--- src/rtl/reg_writeback.sv ---
// reg_writeback: writeback stage with a load-wait FSM and load formatting.
// Define WB_CSR_EN to enable the CSR read-modify-write path for SYSTEM ops.
module reg_writeback #(
  parameter int LOAD_TIMEOUT = 16
) (
  input  logic        clk,
  input  logic        rst_n,
  input  logic        halt,
  input  logic [6:0]  opcode_in,
  input  logic [2:0]  funct3_in,
  input  logic [31:0] rd_data_in,
  input  logic [4:0]  rd_addr_in,
  input  logic [31:0] csr_data_in,
  input  logic [11:0] csr_addr_in,
  input  logic [4:0]  uimm_in,
  input  logic [31:0] mem_rdata,
  input  logic        mem_rvalid,
  output logic        rf_wr_en,
  output logic [4:0]  rf_wr_addr,
  output logic [31:0] rf_wr_data,
  output logic        csr_wr_en,
  output logic [11:0] csr_wr_addr,
  output logic [31:0] csr_wr_data,
  output logic        stall,
  output logic        load_err
);
  localparam logic [6:0] OP_LOAD  = 7'b0000011;
  localparam logic [6:0] OP_IMM   = 7'b0010011;
  localparam logic [6:0] OP_AUIPC = 7'b0010111;
  localparam logic [6:0] OP_OP    = 7'b0110011;
  localparam logic [6:0] OP_LUI   = 7'b0110111;
  localparam logic [6:0] OP_JALR  = 7'b1100111;
  localparam logic [6:0] OP_JAL   = 7'b1101111;
  localparam int CW = $clog2(LOAD_TIMEOUT + 1);
  typedef enum logic {IDLE, WAIT_LOAD} state_t;
  state_t state, state_nx;
  logic [CW-1:0] cnt, cnt_nx;
  logic [2:0] ld_f3;
  logic [4:0] ld_rd;
  logic [1:0] ld_off;
  logic [7:0] ld_byte;
  logic [15:0] ld_half;
  logic [31:0] ld_data;
  logic ld_ok, ld_mis;
  logic is_alu, is_csr, sample, rf_en_nx, err_nx;
  logic [4:0] rf_addr_nx;
  logic [31:0] rf_data_nx;
  assign stall = state == WAIT_LOAD;
  assign sample = !halt && state == IDLE;
  assign is_alu = opcode_in inside {OP_IMM, OP_AUIPC, OP_OP, OP_LUI, OP_JALR, OP_JAL};
  always_comb begin
    ld_byte = mem_rdata[{ld_off, 3'b000} +: 8];
    ld_half = ld_off[1] ? mem_rdata[31:16] : mem_rdata[15:0];
    ld_mis = (ld_f3[1:0] == 2'b01 && ld_off[0]) || (ld_f3 == 3'b010 && ld_off != 2'b00);
    ld_ok = 1'b1;
    case (ld_f3)
      3'b000:  ld_data = {{24{ld_byte[7]}}, ld_byte};
      3'b001:  ld_data = {{16{ld_half[15]}}, ld_half};
      3'b010:  ld_data = mem_rdata;
      3'b100:  ld_data = {24'd0, ld_byte};
      3'b101:  ld_data = {16'd0, ld_half};
      default: begin
        ld_data = mem_rdata;
        ld_ok = 1'b0;
      end
    endcase
  end
  always_comb begin
    state_nx = state;
    cnt_nx = cnt;
    err_nx = load_err;
    rf_en_nx = 1'b0;
    rf_addr_nx = rf_wr_addr;
    rf_data_nx = rf_wr_data;
    if (sample) begin
      rf_addr_nx = rd_addr_in;
      rf_data_nx = is_csr ? csr_data_in : rd_data_in;
      rf_en_nx = (is_alu || is_csr) && rd_addr_in != 5'd0;
      if (opcode_in == OP_LOAD) begin
        state_nx = WAIT_LOAD;
        cnt_nx = '0;
      end
    end else if (!halt && mem_rvalid) begin
      state_nx = IDLE;
      rf_addr_nx = ld_rd;
      rf_data_nx = ld_data;
      rf_en_nx = ld_ok && !ld_mis && ld_rd != 5'd0;
      err_nx = load_err | ld_mis;
    end else if (!halt && cnt == CW'(LOAD_TIMEOUT - 1)) begin
      state_nx = IDLE;
      err_nx = 1'b1;
    end else if (!halt) begin
      cnt_nx = cnt + 1'b1;
    end
  end
  always_ff @(posedge clk or negedge rst_n) begin
    if (!rst_n) begin
      state <= IDLE;
      cnt <= '0;
      load_err <= 1'b0;
      rf_wr_en <= 1'b0;
      rf_wr_addr <= '0;
      rf_wr_data <= '0;
      ld_f3 <= '0;
      ld_rd <= '0;
      ld_off <= '0;
    end else begin
      state <= state_nx;
      cnt <= cnt_nx;
      load_err <= err_nx;
      rf_wr_en <= rf_en_nx;
      rf_wr_addr <= rf_addr_nx;
      rf_wr_data <= rf_data_nx;
      if (sample && opcode_in == OP_LOAD) begin
        ld_f3 <= funct3_in;
        ld_rd <= rd_addr_in;
        ld_off <= rd_data_in[1:0];
      end
    end
  end
`ifdef WB_CSR_EN
  localparam logic [6:0] OP_SYSTEM = 7'b1110011;
  logic [31:0] csr_src, csr_new;
  logic csr_we;
  assign is_csr = opcode_in == OP_SYSTEM && funct3_in[1:0] != 2'b00;
  // set/clear with a zero source field leave the CSR untouched, so no strobe
  assign csr_we = is_csr && (funct3_in[1:0] == 2'b01 || uimm_in != 5'd0);
  assign csr_src = funct3_in[2] ? {27'd0, uimm_in} : rd_data_in;
  assign csr_new = funct3_in[1:0] == 2'b01 ? csr_src :
                   funct3_in[1:0] == 2'b10 ? csr_data_in | csr_src : csr_data_in & ~csr_src;
  always_ff @(posedge clk or negedge rst_n) begin
    if (!rst_n) begin
      csr_wr_en <= 1'b0;
      csr_wr_addr <= '0;
      csr_wr_data <= '0;
    end else begin
      csr_wr_en <= sample && csr_we;
      if (sample && is_csr) begin
        csr_wr_addr <= csr_addr_in;
        csr_wr_data <= csr_new;
      end
    end
  end
`else
  logic unused_csr;
  assign is_csr = 1'b0;
  assign unused_csr = ^{csr_data_in, csr_addr_in, uimm_in};
  assign csr_wr_en = 1'b0;
  assign csr_wr_addr = '0;
  assign csr_wr_data = '0;
`endif
endmodule

--- config.mk ---
export PLATFORM = sky130hd
export DESIGN_NAME = reg_writeback
export DESIGN_NICKNAME = d
export VERILOG_FILES = /design/src/rtl/reg_writeback.sv
export SDC_FILE = /design/constraint.sdc
export NUM_CORES = 1
export LEC_CHECK = 0
export CAP_MARGIN = 20
export CORE_UTILIZATION = 33
export DETAILED_ROUTE_END_ITERATION = 7
export PLACE_DENSITY = 0.87
export SKIP_LAST_GASP = 1
export SYNTH_ARGS = -nofsm -noshare
export SYNTH_HDL_FRONTEND = slang
export SYNTH_SLANG_ARGS = --single-unit
--- constraint.sdc ---
create_clock -name clk -period 1.76 [get_ports clk]
set_clock_uncertainty 0.05 [all_clocks]
set_input_delay 0.176 -clock clk [delete_from_list [all_inputs] [get_ports clk]]
set_output_delay 0.176 -clock clk [all_outputs]
set_load 0.01 [all_outputs]
==> reports/results.txt <==
Pre-CTS setup slack: -169 ps
Port-buffer cells: 122
Outcome: finished, violations left
Worst VDD drop: 0.371 mV
Die extent in y: 102 um
# DRC: 0
First-iteration detailed-routing DRC count: 227
Leakage power: 1.98 nW
Worst r2r src: cnt[1]
Global route total overflow: 0
Hold_ws: 328 ps
Die W: 102 um
Worst path cell trace: ha_2 > and3_4 > ha_4 > nor4b_4 > nand4_1 > xnor2_1 > and2_1
Total Wirelength: 10,300 um
Number of synthesized register bits: 55
PD cells: 649 mW/mm^2
Violated checks: setup timing
# diodes: 0
Dpl hpwl: 7810 um
CTS tree: done
RSZ-0062 raised after global routing: yes
Endpoints failing setup: 1
Rel. slew slack: 0.593
Post-Synthesis Cell Area: 0.00330 mm^2
CP Launch Point: cnt[1]
WP data arrival: 1940 ps
Syn Area/Cell: 9.45 um^2
Crit start category: register
DR WL/cell: 16.6 um
Post-DRT Antenna Nets: 0
Clk buf depth: 2
Largest stage delay on the critical path: 410 ps
Nets: 622
H-tree depth: 2
Vias: 3,182
CP max FO: 3
Root Driver: clkbuf_8
Core area: 0.00973 mm^2
Via density: 5.12
Max_cap viols: 0
Share of layout cells above drive strength 1: 0.170
CTS buffer count: 5
Max-slew violations: 0
Cells after Synth: 349
Final period util: 1.01
Fin worst setup slack: -12.4 ps
Fmax: 564 MHz
Commonest non-fill, non-tap cell in the layout: clkdlybuf4s50_1
Routability Congestion: 0.825
Data required, critical path: 1930 ps
Total GRT Usage: 0.193
Starting density of the core: 0.339
Most frequent cells in the layout: clkdlybuf4s50_1 (121), dfrtp_1 (55), conb_1 (45), nand2_1 (32), a21oi_1 (27)
Reg clk slew, reported paths: 120 ps
First-pass GRT wire length: 15,500 um
CP Class: reg -> reg
DRT Pass-1 Iters: 4
Min-delay worst type: in -> async
Worst-Margin Slew: 608 ps
Slowest CP cell: dfrtp_1
Fill cells: 887
Largest net degree at the start of global routing: 29
Ys Warns: 0
Die area: 0.0104 mm^2
Clk_lat worst skew: 310 ps
Row cnt: 36
CP Capture Type: register
Setup TNS: -12.4 ps
Netlist cell types: 45
Initial antenna violation count: 0
Post-synthesis sequential area ratio: 0.417
Sink Count: 55
Hold Vio Cnt, Final: 0
Area delta synth->final: 47.8%
Io pins: 217
Vias in the first global route: 3,124
Min cycle time layout: 1770 ps
stage by stage:
stage / util / std cells / power, mW / instance area (um^2)
final: 0.501 / 622 / 3.16 / 4880
after global routing: 0.501 / 622 / 3.31 / 4880
after CTS: 0.498 / 620 / 3.16 / 4840
after detailed placement: 0.483 / 607 / 2.41 / 4700
after global placement: 0.483 / 607 / 2.38 / 4700
after floorplan: - / 393 / 1.94 / 3500
layer usage:
| layer | GRT usage | part of all wire |
|---|---|---|
| met5 | 0 | 0 |
| met3 | 0.0369 | 0.065 |
| met2 | 0.314 | 0.49 |
| met1 | 0.252 | 0.42 |
| met4 | 0.0791 | 0.026 |
cells by family after synthesis:
group | count (synthesis) | synth area share
mux | 18 | 0.0622
compound gates | 121 | 0.253
buf+inv | 71 | 0.135
simple gates | 79 | 0.119
fa+ha+maj | 2 | 0.00758
flops | 55 | 0.417
other cells | 1 | 0.00114
xor+xnor | 2 | 0.00531
what timing repair did:
item,CTS,global route
cloned,1,0
hold buffers,1,0
buffers inserted,3,2
hold endpoints to repair,23,0
endpoints found under the setup margin,15,29
pin swaps,6,3
gates resized for setup,4,6
critical path: cells and delay by family (launching register included):
| kind | cells | cell delay, ps |
|---|---|---|
| DFF | 1 | 410 |
| xor gates and xnor gates | 1 | 140 |
| adders and majority gates | 2 | 350 |
| and+or+nand+nor | 4 | 720 |
registers in the layout, indices dropped and copies added (netlist names):
register / cells
rf_wr_en: 1
stall: 1
rf_wr_addr: 5
cnt: 5
ld_rd: 5
ld_f3: 3
rf_wr_data: 32
ld_off: 2
load_err: 1
worst paths after layout:
kind                                  end  slack [ps]  depth (start not counted)
max in group asynchronous           stall         670                          3
min reg2reg                 rf_wr_data[7]         460                          2
min in group clk           rf_wr_data[22]         410                          3
max                                cnt[3]         -10                          7
min                        rf_wr_data[19]         330                          2
max reg2reg                        cnt[3]         -10                          7
cell usage after synthesis, drive strengths merged:
| cell type | n | share of area |
|---|---|---|
| inv | 4 | 0.0045 |
| nand3b | 2 | 0.0045 |
| o21ba | 1 | 0.0030 |
| o221ai | 1 | 0.0027 |
| a21oi | 40 | 0.072 |
| and3 | 1 | 0.0019 |
| a22oi | 15 | 0.034 |
| mux2i | 7 | 0.021 |
| a211oi | 1 | 0.0023 |
| nor2 | 10 | 0.011 |
| o22ai | 23 | 0.044 |
| a221o | 1 | 0.0030 |
| or2 | 9 | 0.017 |
| o31ai | 7 | 0.016 |
| ha | 2 | 0.0076 |
| nor3 | 2 | 0.0030 |
| o211ai | 3 | 0.0068 |
| nand4 | 1 | 0.0019 |
| xnor2 | 2 | 0.0053 |
| a21o | 2 | 0.0045 |
| o22a | 11 | 0.029 |
| a31o | 1 | 0.0027 |
| o21ai | 6 | 0.0091 |
| conb | 1 | 0.0011 |
| o32ai | 1 | 0.0027 |
| nand3 | 5 | 0.0076 |
| or3 | 7 | 0.013 |
| nor2b | 4 | 0.0076 |
| o41a | 1 | 0.0034 |
| or4 | 2 | 0.0045 |
| mux4 | 1 | 0.0068 |
| nor4b | 1 | 0.0027 |
| and2 | 2 | 0.0038 |
| a22o | 6 | 0.016 |
| buf | 48 | 0.11 |
| nand4bb | 1 | 0.0034 |
| a31oi | 1 | 0.0019 |
| dfrtp | 55 | 0.42 |
| nand2 | 32 | 0.036 |
| mux2 | 10 | 0.034 |
| clkbuf | 19 | 0.022 |
power breakdown:
part	internal [mW]	switching (mW)	leakage [nW]	total [mW]
sequential	1.37	0.0736	0.668	1.44
clock	0.287	0.460	0.0485	0.747
combinational	0.529	0.445	1.27	0.975
cell type report:
cell class	count	area (um^2)	area share
Timing Repair inverter	1	7.51	0.00154
Inverter	4	18.8	0.00385
Clock inverter	3	22.5	0.00462
Tap cell	133	166	0.0341
Multi-Input combinational cell	267	1700	0.348
Sequential cell	55	1380	0.282
Clock buffer	5	68.8	0.0141
Timing Repair Buffer	154	1520	0.312
Power figures use the tool's default switching activity.
